### src/rtl/accel_sample_filter.sv
// Accelerometer conditioner: fixed-rate sampling, moving average, calibration
// offset, saturation and deadzone ahead of the CPU's player-position inputs.
module accel_sample_filter #(
    parameter int DATA_W     = 9,
    parameter int AVG_LOG2   = 3,
    parameter int SAMPLE_DIV = 50000,
    parameter int DEADZONE   = 4
) (
    input  logic                     clock,
    input  logic                     reset,
    input  logic                     enable,
    input  logic signed [DATA_W-1:0] accel_x_in,
    input  logic signed [DATA_W-1:0] accel_y_in,
    input  logic                     cal_req,
    output logic signed [DATA_W-1:0] pos_x_out,
    output logic signed [DATA_W-1:0] pos_y_out,
    output logic                     data_valid,
    output logic                     cal_done
);
    localparam int DEPTH = 1 << AVG_LOG2;
    localparam int SUM_W = DATA_W + AVG_LOG2;
    localparam int CNT_W = $clog2(SAMPLE_DIV);
    localparam logic signed [DATA_W:0] C_MAX =
        (DATA_W+1)'((2 ** (DATA_W-1)) - 1);
    localparam logic signed [DATA_W:0] C_MIN =
        (DATA_W+1)'(-(2 ** (DATA_W-1)));
    localparam logic signed [DATA_W:0] DZ_P = (DATA_W+1)'(DEADZONE);
    localparam logic signed [DATA_W:0] DZ_N = (DATA_W+1)'(-DEADZONE);
    localparam logic [CNT_W-1:0] CNT_LAST = CNT_W'(SAMPLE_DIV - 1);
    localparam logic [AVG_LOG2-1:0] PTR_LAST = AVG_LOG2'(DEPTH - 1);

    typedef enum logic [1:0] {FILL, RUN, CAL} state_t;

    state_t                   state;
    logic [CNT_W-1:0]         cnt;
    logic                     tick;
    logic                     tick_d;
    logic                     cal_pend;
    logic [AVG_LOG2-1:0]      wr_ptr;
    logic signed [DATA_W-1:0] ring   [2][DEPTH];
    logic signed [SUM_W-1:0]  sum    [2];
    logic signed [DATA_W-1:0] offset [2];
    logic signed [DATA_W-1:0] sample [2];
    logic signed [DATA_W-1:0] avg    [2];
    logic signed [DATA_W-1:0] res    [2];
    logic signed [DATA_W-1:0] pos    [2];
    logic signed [DATA_W:0]   corr   [2];

    assign tick      = enable && (cnt == CNT_LAST);
    assign sample[0] = accel_x_in;
    assign sample[1] = accel_y_in;
    assign pos_x_out = pos[0];
    assign pos_y_out = pos[1];

    // Deadzone is judged on the unsaturated difference.
    always_comb begin
        for (int a = 0; a < 2; a++) begin
            avg[a]  = DATA_W'(sum[a] >>> AVG_LOG2);
            corr[a] = (DATA_W+1)'(avg[a]) - (DATA_W+1)'(offset[a]);
            if (corr[a] > C_MAX)
                res[a] = C_MAX[DATA_W-1:0];
            else if (corr[a] < C_MIN)
                res[a] = C_MIN[DATA_W-1:0];
            else
                res[a] = corr[a][DATA_W-1:0];
            if (corr[a] >= DZ_N && corr[a] <= DZ_P)
                res[a] = '0;
        end
    end

    always_ff @(posedge clock or negedge reset) begin
        if (!reset) begin
            state      <= FILL;
            cnt        <= '0;
            tick_d     <= 1'b0;
            cal_pend   <= 1'b0;
            wr_ptr     <= '0;
            data_valid <= 1'b0;
            cal_done   <= 1'b0;
            for (int a = 0; a < 2; a++) begin
                sum[a]    <= '0;
                offset[a] <= '0;
                pos[a]    <= '0;
                for (int i = 0; i < DEPTH; i++)
                    ring[a][i] <= '0;
            end
        end else begin
            data_valid <= 1'b0;
            cal_done   <= 1'b0;
            if (enable) begin
                cnt    <= tick ? '0 : cnt + 1'b1;
                tick_d <= tick && (state != FILL);
                if (tick) begin
                    wr_ptr <= wr_ptr + 1'b1;
                    for (int a = 0; a < 2; a++) begin
                        ring[a][wr_ptr] <= sample[a];
                        sum[a] <= sum[a] + SUM_W'(sample[a])
                                  - SUM_W'(ring[a][wr_ptr]);
                    end
                end
                if (tick_d) begin
                    pos[0]     <= res[0];
                    pos[1]     <= res[1];
                    data_valid <= 1'b1;
                end
                unique case (state)
                    FILL: begin
                        if (cal_req)
                            cal_pend <= 1'b1;
                        if (tick && wr_ptr == PTR_LAST)
                            state <= RUN;
                    end
                    RUN: begin
                        if (cal_req || cal_pend)
                            state <= CAL;
                    end
                    CAL: begin
                        offset[0] <= avg[0];
                        offset[1] <= avg[1];
                        cal_done  <= 1'b1;
                        cal_pend  <= 1'b0;
                        state     <= RUN;
                    end
                    default: state <= FILL;
                endcase
            end
        end
    end
endmodule

### config.mk
export PLATFORM = sky130hd
export DESIGN_NAME = accel_sample_filter
export DESIGN_NICKNAME = d
export VERILOG_FILES = /design/src/rtl/accel_sample_filter.sv
export SDC_FILE = /design/constraint.sdc
export NUM_CORES = 1
export LEC_CHECK = 0
export CORE_MARGIN = 3
export CORE_UTILIZATION = 65
export DETAILED_ROUTE_END_ITERATION = 6
export DONT_BUFFER_PORTS = 1
export PLACE_DENSITY = 0.77
export RECOVER_POWER = 25
export SLEW_MARGIN = 20
export SYNTH_ARGS = -nofsm -noshare
export SYNTH_HDL_FRONTEND = slang
export SYNTH_SLANG_ARGS = --single-unit
export TNS_END_PERCENT = 1
### constraint.sdc
create_clock -name clock -period 6.2 [get_ports clock]
set_input_delay 0.31 -clock clock [delete_from_list [all_inputs] [get_ports clock]]
set_output_delay 0.31 -clock clock [all_outputs]
set_load 0.03 [all_outputs]
**Word level (Yosys, flattened, before mapping)**

Index checks and enable logic that the tools add are counted.

- Flip-flop bits (word level): 229
- Input bits: 22

- Add/subtract/negate cells: 8
- Magnitude comparators: 10
- Equal/unequal tests: 7
- Muxes and demuxes: 26
- Bitwise gates (word level): 1
- Reduce and logical (&&, ||, !) cells: 15

Operators with widths:

| kind | count |
|---|---|
| $bwmux W72 | 2 |
| $mux W9 | 11 |
| $bmux W9 S3 | 2 |
| $demux W9 S3 | 1 |
| $add A12 B9 Y12 | 2 |
| $sub A12 B9 Y12 | 2 |
| $ge A10 B3 Y1 const B | 2 |
| $gt A10 B9 Y1 const B | 2 |
| $le A10 B4 Y1 const B | 2 |
| $lt A10 B9 Y1 const B | 2 |
| $sub A9 B9 Y10 | 2 |
| $add A16 B1 Y16 const B | 1 |
| $eq A16 B16 Y1 const B | 1 |
| $mux W16 | 1 |
| $logic_and A1 B1 Y1 | 6 |
| $ne A2 B2 Y1 const B | 3 |
| $pmux W2 S3 | 1 |
| $reduce_and A2 Y1 | 3 |
| $reduce_and A3 Y1 | 2 |
| $mux W1 | 5 |
| $ge A4 B4 Y1 const B | 1 |
| $lt A4 B1 Y1 const B | 1 |
| $mux W2 | 2 |
| $not A3 Y4 | 1 |
| other kinds (8) | 9 |

**Depth between registers and ports, before layout**

Gate-level depths: netlist of run 1.

- Word-level depth: 6
- Depth in mapped cells: 18

**Least setup slack after synthesis of run 1**

OpenSTA, ideal clock, no wires.

- Path kind: flip-flop to flip-flop
- From: register wr_ptr[0]
- To: register sum, in the netlist avg[7]
- Library setup time: 123 ps
- Data arrival time: 4,073 ps
- Slack: 2,004 ps
- Stages on the path, launching flop included: 16
- Path buffers: 2
- Period minus slack after synthesis: 4,196 ps
- Cells stage by stage: dfrtp_1 -> clkbuf_1 -> buf_1 -> mux4_2 -> mux2_2 -> fa_1 -> inv_1 -> ha_1 -> nor2b_1 -> o21ai_0 -> a21oi_1 -> nor3_1 -> o21bai_1 -> a31oi_1 -> mux2i_1 -> nand2_1

- Longest elaborated chain between the ends: 5

Ends and longest elaborated chain:

| element | RTL line | source |
|---|---|---|
| from (decl) | 39 | `logic [AVG_LOG2-1:0] wr_ptr;` |
| from (signal assigned) | 94 | `wr_ptr <= wr_ptr + 1'b1;` |
| $not A3 Y4 (implied by the code) | 98 | `- SUM_W'(ring[a][wr_ptr]);` |
| $bmux W9 S3 | 98 |  |
| $mux W9 (implied by the code) (2 in a row) | 98 |  |
| $sub A12 B9 Y12 | 98 |  |
| to (signal, indexed assignment) | 97 | `sum[a] <= sum[a] + SUM_W'(sample[a])` |
| to (decl) | 41 | `logic signed [SUM_W-1:0] sum [2];` |

No other way between the ends. The select of a mux whose other input is x is not followed.
A chain may end at the register's enable or synchronous reset.

==> flow_metrics.tcl, run 1 <==
set metrics [dict create \
    status "finished with violations" \
    violations "max-capacitance violations, max-slew violations" \
    path_clk_slew_ns 0.06 \
    globalRouteOverflowTotal 0 \
    synthMuxAreaShare_pct 16.49 \
    num_rows 49 \
    rsz0062_at_grt "false" \
    route.detailed.drc 0 \
    grt_pass1_vias 8283 \
    arrival_ns 3.94 \
    crit_chain "dlygate4sd3_1, buf_16, clkbuf_2" \
    synth_xor_area_share_pct 2.988 \
    avgSynthCellArea_um2 11.01 \
    yosysMostFrequentCell "dfrtp_1" \
    yosys-top-cells-count "dfrtp_1 (229), nand2_1 (126), o21ai_0 (119)" \
    irDropWorstVdd_mv 0.2103 \
    pin_count 42 \
    synth_edf_count 0 \
    finClkSkew_ns 0.01503 \
    die_width_um 143.6 \
    hpwl_um 16290 \
    ys_top_cells_by_area "dfrtp_1 (47%), mux2_2 (9.4%), mux4_2 (6.6%), o21ai_0 (4.8%), ha_1 (4.8%)" \
    dieArea_um2 20630 \
    p_leak_nw 6.390 \
    relSlewSlack_pct -136.1 \
    wl_um 25320 \
    gp_congestion 0.8876 \
    max_stage_delay_ns 2.47 \
    holdPathStages 2 \
    min_period_over_period_pct 74.50 \
    ant_nets 0 \
    powerDensity_nw_per_um2 275.4 \
    yosys.area_share.simple_pct 10.10 \
    cts_buffers 24 \
    grt_usage_pct 25.42 \
    fp.coreArea_um2 18270 \
    finalSetupViolations 0 \
    ff2ff_path_depth 14 \
    synth_cell_type_count 57 \
    drtIter0Drc 408 \
    hold_class "in2reg" \
    via_per_inst 6.003 \
    cts_setup_buffers 0 \
    synthArstFlopShare_pct 100.0 \
    grt_max_degree 230 \
    seq_area_frac_synth_pct 46.54 \
    drive_gt1_share_pct 17.84 \
    drt_first_pass_iters 4 \
    cap_violations 1 \
    synth_top_area_cell "dfrtp_1" \
    syn-cell-area_um2 12310 \
    cp_data_required_time_ns 5.52 \
    finalCriticalPeriod_ns 4.619 \
    post_drt_wl_per_cell_um 18.30 \
    synth_fa_ha_area_share_pct 8.678 \
    synth-warning-count 0 \
    cp-start-kind "input port" \
    r2r_setup_slack_ns 1.87 \
    cts_tree "yes" \
    diodes 0 \
    synth_top_family_by_area "multiplexers" \
    rr_endpoint "avg[17]" \
    wl_met2_um 11800 \
    met1_length_um 11650 \
    finalNetCount 1230 \
    synth_ff_type "dfrtp_1" \
    routed-wl-met3_um 1245 \
    initial_core_util_pct 67.39 \
    min_delay_worst_endpoint "state[0]" \
    end_kind "asynchronous set/reset pin" \
    synth_seq_cells 229 \
    worstSkewPairLatency_ns 0.52 \
    drv_slew 149 \
    crit_type "in2async" \
    cp.depth 3 \
    synth_top_area_share_pct 46.54 \
    critPathSlowestCell "clkbuf_2" \
    grt_first_pass_wirelength_um 41890 \
    antenna_found_initial 0 \
    worstMarginPinSlew_ns 3.541 \
    syn-num-nets 1211 \
    hold_violations 0 \
    cts_sinks 229 \
    die_y_um 143.6 \
    clock-root-buffer "clkbuf_16" \
    vias 8308 \
    top_layer_used "met4" \
    clk_path_buf_depth 3 \
    holdCritStartpoint "cal_req" \
    r2r-start "wr_ptr[0]" \
    fin_tns_setup_ns 0 \
    syn2layout_area_growth_pct 10.25 \
    fin_util_pct 74.30 \
    worstPathMaxFanout 148 \
    cp_num_buf_inv 3 \
    io_buffer_count 0 \
    postSynthCellCount 1118 \
    path_delay_family "buffers and inverters" \
    synth-compound-area-share_pct 10.03 \
    timing.fmax_ghz 0.2165 \
    htree_levels 1 \
]
final cells by class:
class                   count  area [um2]
fillers                  1249        4695
clock inverters             3       40.04
clock buffers              41       765.7
multi-input cells         727        5957
inverters                 118       442.9
well taps                 229       286.5
repair buffers             37       347.8
flip-flops and latches    229        5736
what timing repair did:
action                    in CTS  in global routing
hold endpoints to repair     324                  0
hold buffers                  22                  0
gates resized for setup        0                  0
registers in the layout, summed over array words and instances, names as in the netlist:
name	cells
pos_x_out	9
avg	18
wr_ptr	3
tick_d	1
ring	144
cnt	16
pos_y_out	9
cal_pend	1
sum	6
state	2
offset	18
data_valid	1
cal_done	1
worst register-to-register path, delay by kind of cell (launching register included):
family,cells,cell delay [ns]
muxes,2,0.85
DFF,1,0.85
adders and majority gates,2,0.82
AOI/OAI and AO/OA,4,0.71
buffers and inverters,2,0.47
xor gates and xnor gates,2,0.31
and+or+nand+nor,2,0.21
report_power, final:
group / internal [mW] / leakage (nW) / switching (mW)
registers: 1.57 / 3.08 / 0.0917
logic: 0.262 / 2.91 / 0.369
clock network: 0.875 / 0.397 / 0.569
how the worst max path moves through the flow:
stage	startpoint	end	slack (ns)
CTS	wr_ptr[0]	avg[17]	1.58
global placement	wr_ptr[0]	avg[17]	1.68
detailed placement	wr_ptr[0]	avg[17]	1.63
global route	reset	wr_ptr[0]	0.79
floorplan	wr_ptr[0]	avg[7]	2.00
finish	reset	wr_ptr[0]	1.58
metrics by stage:
| step | cell area (um2) | worst slack (ns) | hold WS [ns] | power (mW) | instances |
|---|---|---|---|---|---|
| floorplan | 12310 | 2.004 | 0.01441 | 2.163 | 1118 |
| global placement | 12520 | 1.680 | 0.02119 | 2.250 | 1317 |
| detailed placement | 12520 | 1.629 | 0.02148 | 2.267 | 1317 |
| CTS | 13570 | 1.580 | 0.02767 | 3.762 | 1383 |
| global route | 13580 | 0.7905 | 0.04558 | 3.922 | 1384 |
| finish | 13580 | 1.581 | 0.04273 | 3.738 | 1384 |
placed cells by master, fill, tap and decap left out, drive strengths merged, types with 6 or more instances in the layout:
master and instances:
nor2b 8, o21ai 120, nand4 10, buf 15, ha 47, xnor2 27, dfrtp 229, xor2 15
o211ai 7, fa 24, mux2i 6, mux4 36, nor3b 7, nand2 126, a21o 7, nor3 19
inv 118, dlygate4sd3 21, nor2 43, nand3 13, mux2 103, clkbuf 42, a21oi 29, a31oi 7
o31ai 7
per-layer routing:
layer,vias up,global-route usage (%)
li1,3923,-
met3,50,4.226
met1,4149,35.89
met5,-,0
met4,0,6.640
met2,186,41.69
kinds of logic (layout without fill, tap and decap cells):
family                     Yosys count  in the layout
AOI/OAI and AO/OA                  211            211
xor gates and xnor gates            42             42
adders and majority gates           71             71
buffers and inverters              162            199
DFF                                229            229
muxes                              145            145
and+or+nand+nor                    258            258
No activity file was read; power rests on OpenSTA's default activity.
==> inputs of run 2 (changes only) <==
--- a/config.mk
+++ b/config.mk
@@ -6,10 +6,10 @@
 export NUM_CORES = 1
 export LEC_CHECK = 0
 export CORE_MARGIN = 3
-export CORE_UTILIZATION = 65
+export CORE_UTILIZATION = 58
 export DETAILED_ROUTE_END_ITERATION = 6
 export DONT_BUFFER_PORTS = 1
-export PLACE_DENSITY = 0.77
+export PLACE_DENSITY = 0.72
 export RECOVER_POWER = 25
 export SLEW_MARGIN = 20
 export SYNTH_ARGS = -nofsm -noshare
==> constraint.sdc (replaced) <==
create_clock -name clock -period 4.15 [get_ports clock]
set_input_delay 0.2075 -clock clock [delete_from_list [all_inputs] [get_ports clock]]
set_output_delay 0.2075 -clock clock [all_outputs]
set_load 0.03 [all_outputs]
==> run 2 against run 1 <==
Compared with the run above: worst setup slack got worse by 1.2 ns; first-iteration DRC count increased by 23%; clock-buffer cell count decreased by 5; sequential share of layout area decreased by 0.43 points; largest power group unchanged; highest routed layer unchanged; the flow finishes with violations (negative hold slack); critical endpoint is now avg[5]; design area increased by 1.0%.
==> flow_metrics.tcl, run 2 (synthesized netlist as in run 1, its figures left out) <==
set metrics [dict create \
    status "finished with violations" \
    violations "negative hold slack" \
    multi_input_area_um2 5957 \
    crit_type "reg2reg" \
    cap_violations 0 \
    grt_usage_pct 23.35 \
    finClkSkew_ns 0.02392 \
    seq_power_share_pct 44.9 \
    powerDensity_nw_per_um2 403.3 \
    arrival_ns 4.22 \
    p_clk_share_pct 38.7 \
    cts_sinks 229 \
    crit_path_start "wr_ptr[0]" \
    worstSkewPairLatency_ns 0.53 \
    internal_power_mw 3.979 \
    dieArea_um2 23010 \
    post_layout_nonfiller_instances 1434 \
    end_kind "flop" \
    vias 8263 \
    register_area_um2 5736 \
    finalCriticalPeriod_ns 3.784 \
    worstPathMaxFanout 13 \
    syn2layout_area_growth_pct 11.39 \
    die_y_um 151.7 \
    cp-start-kind "flop" \
    min_period_over_period_pct 91.18 \
    fp.coreArea_um2 20560 \
    postCtsHoldBufs 21 \
    post_drt_wl_per_cell_um 17.85 \
    htree_levels 1 \
    netSwitchingPower_mw 1.552 \
    rsz0062_at_grt "false" \
    p_leak_nw 6.428 \
    top_layer_used "met4" \
    final_area_um2 13720 \
    relSlewSlack_pct 41.01 \
    grt_pass1_vias 8456 \
    io_buffer_count 0 \
    dpl_cell_area_um2 12640 \
    final_common_cell "dfrtp_1" \
    finalNetCount 1239 \
    ant_nets 0 \
    hpwl_um 17130 \
    wl_met2_um 12290 \
    r2r-start "wr_ptr[0]" \
    swShare_pct 28.07 \
    routed-wl-met3_um 1081 \
    globalRouteOverflowTotal 0 \
    regMostFlops "ring" \
    die_width_um 151.7 \
    drtIter0Drc 500 \
    irDropWorstVdd_mv 0.3515 \
    initial_core_util_pct 59.89 \
    drv_slew 0 \
    met1_length_um 11800 \
    cts_tree "yes" \
    wl_um 25600 \
    route.detailed.drc 0 \
    grt_max_degree 230 \
    finalSetupViolations 0 \
    pin_count 42 \
    ff2ff_path_depth 16 \
    via_per_inst 5.762 \
    hold_violations 229 \
    cts_buffers 26 \
    gp_congestion 0.8745 \
    diodes 0 \
    clock-root-buffer "clkbuf_16" \
    final_cell_mix "dfrtp_1 (227), nand2_1 (126), o21ai_0 (119)" \
    cp_data_required_time_ns 4.59 \
    grt_first_pass_wirelength_um 43040 \
    hold_class "in2async" \
    finalHoldWorstSlack_ns -0.6016 \
    p_comb_share_pct 16.4 \
    largest_reg_flops 144 \
    fill_cells 1616 \
    fin_tns_setup_ns 0 \
    path_clk_slew_ns 0.06 \
    num_rows 52 \
    clk_path_buf_depth 3 \
    worstMarginPinSlew_ns 0.8827 \
    drive_gt1_share_pct 18.73 \
    timing.fmax_ghz 0.2643 \
    antenna_found_initial 0 \
    drt_first_pass_iters 5 \
    dp.cells 1362 \
]
[run 2: cell count changes in the layout (fill, tap and decap cells not counted), sizes merged]
cell / delta
clkbuf: -6
buf: +8
clkinvlp: +4
clkinv: +4
bufinv: -1
[run 2: stage by stage]
step	power [mW]	utilization [%]	setup slack [ns]
CTS	5.573	66.46	0.02260
global route	5.832	66.71	0.1088
floorplan	3.231	-	0.007368
detailed placement	3.396	61.50	0.03098
global placement	3.362	61.50	0.1446
finish	5.531	66.71	0.3662
[run 2: layer usage]
| metal | track usage [%] | up-vias |
|---|---|---|
| met1 | 33.57 | 4134 |
| met5 | 0 | - |
| met4 | 4.358 | 0 |
| li1 | - | 3943 |
| met3 | 3.331 | 34 |
| met2 | 38.64 | 152 |
[run 2: path summary, 6_finish.rpt]
check	slack, ns	endpoint
max	0.37	avg[5]
min	-0.60	pos_y_out[1]
max reg2reg	0.37	avg[5]
min reg2reg	0.47	ring[13]
max in group asynchronous	3.96	wr_ptr[0]
min in group clock	0.03	cnt[4]
[run 2: worst max-delay path, stage by stage, from the launching register on]
cell      delay [ns]
dfrtp_4         0.59
buf_4           0.20
mux4_2          0.50
mux2_2          0.28
ha_1            0.27
inv_1           0.06
ha_1            0.16
inv_1           0.06
fa_1            0.42
nor2b_1         0.12
o21ai_0         0.12
a21oi_1         0.24
nor3_1          0.09
o21bai_1        0.19
a21oi_1         0.11
xor2_1          0.15
o21ai_0         0.14
[run 2: timing repair]
item / CTS / global route
setup buffers: 0 / 5
gates resized for setup: 0 / 1
endpoints found under the hold margin: 371 / 229
endpoints found under the setup margin: 0 / 8
[run 2: layout make-up]
type                            instances  share of cell area [%]
Clock buffer                           36                   5.382
Clock inverter                         10                  0.5200
Inverter                              118                   3.229
Multi-Input combinational cell        727                   43.43
Sequential cell                       229                   41.82
Tap cell                              270                   2.463
Timing Repair Buffer                   44                   3.156
[run 2: power groups by stage]
stage                     combinational (mW)  sequential [mW]  clock (mW)
final                                  0.907             2.48        2.14
after global routing                    1.04             2.50        2.29
after floorplan                        0.727             2.50           0
after global placement                 0.842             2.52           0
after detailed placement               0.869             2.53           0
after CTS                              0.908             2.49        2.18
==> inputs of run 3 (changes only) <==
--- a/config.mk
+++ b/config.mk
@@ -9,6 +9,7 @@
 export CORE_UTILIZATION = 58
 export DETAILED_ROUTE_END_ITERATION = 6
 export DONT_BUFFER_PORTS = 1
+export HOLD_SLACK_MARGIN = 0.1
 export PLACE_DENSITY = 0.72
 export RECOVER_POWER = 25
 export SLEW_MARGIN = 20
==> constraint.sdc (replaced) <==
create_clock -name clock -period 4.15 [get_ports clock]
set_input_delay 0.2075 -clock clock [delete_from_list [all_inputs] [get_ports clock]]
set_output_delay 0.2075 -clock clock [all_outputs]
set_load 0.02 [all_outputs]
==> run 3 against run 2 <==
Compared with the run above: the flow still finishes with violations (negative hold slack); routed wire length about the same; sequential power barely moved; worst setup slack worse by 0.0019 ns; design area unchanged; register-to-register slack is essentially flat; critical path type unchanged; critical endpoint unchanged; largest cell class unchanged.
==> flow_metrics.tcl, run 3 (synthesized netlist as in run 1, its figures left out) <==
set metrics [dict create \
    status "finished with violations" \
    violations "negative hold slack" \
    grt_first_pass_wirelength_um 42990 \
    r2r_setup_slack_ns 0.36 \
    postCtsHoldBufs 21 \
    dieArea_um2 23010 \
    cap_violations 0 \
    power_mw 5.510 \
    worstPathMaxFanout 13 \
    globalRouteOverflowTotal 0 \
    finClkSkew_ns 0.02595 \
    wl_um 25610 \
    hold_violations 229 \
    arrival_ns 4.22 \
    hpwl_um 17130 \
    antenna_found_initial 0 \
    final_area_um2 13720 \
    post_drt_wl_per_cell_um 17.86 \
    grt_pass1_vias 8453 \
    initial_core_util_pct 59.89 \
    min_period_over_period_pct 91.22 \
    worstMarginPinSlew_ns 0.8982 \
    vias 8271 \
    via_per_inst 5.768 \
    grt_usage_pct 23.33 \
    final_cell_mix "dfrtp_1 (227), nand2_1 (126), o21ai_0 (119)" \
    drv_slew 0 \
    pin_count 42 \
    regMostFlops "ring" \
    end_kind "flop" \
    die_y_um 151.7 \
    fin_tns_setup_ns 0 \
    path_clk_slew_ns 0.06 \
    cp_data_required_time_ns 4.58 \
    gp_congestion 0.8745 \
    route.detailed.drc 0 \
    finalHoldWorstSlack_ns -0.6011 \
    fp.coreArea_um2 20560 \
    htree_levels 1 \
    rsz0062_at_grt "false" \
    num_rows 52 \
    largest_reg_flops 144 \
    cts_tree "yes" \
    cts_buffers 26 \
    diodes 0 \
    final_common_cell "dfrtp_1" \
    worstSkewPairLatency_ns 0.53 \
    clock-root-buffer "clkbuf_16" \
    fill_cells 1616 \
    drive_gt1_share_pct 18.73 \
    relSlewSlack_pct 39.98 \
    drtIter0Drc 494 \
    clk_path_buf_depth 3 \
    dpl_cell_area_um2 12640 \
    cts_sinks 229 \
    timing.fmax_ghz 0.2642 \
    finalCriticalPeriod_ns 3.786 \
    cp-start-kind "flop" \
    die_width_um 151.7 \
    finalSetupViolations 0 \
    place_ws_ns 0.03098 \
    finalNetCount 1239 \
    drt_first_pass_iters 5 \
    p_leak_nw 6.428 \
    io_buffer_count 0 \
    grt_max_degree 230 \
    irDropWorstVdd_mv 0.3510 \
    ant_nets 0 \
    hold_class "in2async" \
    crit_type "reg2reg" \
    syn2layout_area_growth_pct 11.39 \
    powerDensity_nw_per_um2 401.7 \
    worst_slack_ns 0.3643 \
]
==> run 3: report_power, final <==
group / internal [mW] / switching (mW) / total, mW
Sequential: 2.35 / 0.118 / 2.47
Combinational: 0.390 / 0.519 / 0.909
Clock: 1.24 / 0.894 / 2.14
==> run 3: path summary, 6_finish.rpt <==
path | start | endpoint | cells past startpoint
max reg2reg | wr_ptr[0] | avg[5] | 16
min | reset | pos_y_out[1] | 0
max | wr_ptr[0] | avg[5] | 16
min in group clock | accel_y_in[8] | avg[8] | 5
min reg2reg | ring[13] | ring[13] | 2
max in group asynchronous | reset | wr_ptr[0] | 0
==> run 3: worst max-delay path, stage by stage, from the launching register on <==
cell and delay, ns:
dfrtp_4 0.59, buf_4 0.20, mux4_2 0.50, mux2_2 0.28, ha_1 0.27, inv_1 0.06
ha_1 0.16, inv_1 0.06, fa_1 0.42, nor2b_1 0.12, o21ai_0 0.12, a21oi_1 0.24
nor3_1 0.09, o21bai_1 0.19, a21oi_1 0.11, xor2_1 0.15, o21ai_0 0.14
==> run 3: what timing repair did <==
item / in CTS / in global routing
gates resized for setup: 0 / 1
endpoints found under the setup margin: 0 / 8
hold endpoints to repair: 386 / 229
setup buffers: 0 / 5
==> run 3: area by class of cell <==
class | instances | area [um2] | share of cell area, %
clock buffer | 36 | 738.2 | 5.382
clock inverter | 10 | 71.32 | 0.5200
sequential | 229 | 5736 | 41.82
timing repair buffer | 44 | 432.9 | 3.156
multi-input combinational | 727 | 5957 | 43.43
inverter | 118 | 442.9 | 3.229
tap | 270 | 337.8 | 2.463
==> run 3: stage by stage <==
step / hold slack (ns) / std cells / utilization (%)
6_report: -0.6011 / 1434 / 66.71
5_1_grt: -0.6265 / 1434 / 66.71
4_1_cts: -0.6364 / 1429 / 66.46
3_5_place_dp: -0.07869 / 1362 / 61.50
3_3_place_gp: -0.07889 / 1362 / 61.50
2_1_floorplan: -0.08809 / 1118 / -
==> run 3: routing by layer <==
metal  track usage (%)  wire length (um)  up-vias
met1             33.51             11880     4144
li1                  -                 -     3943
met4             4.358               409        0
met3             3.331              1010       31
met2             38.64             12310      153
met5                 0                 0        -
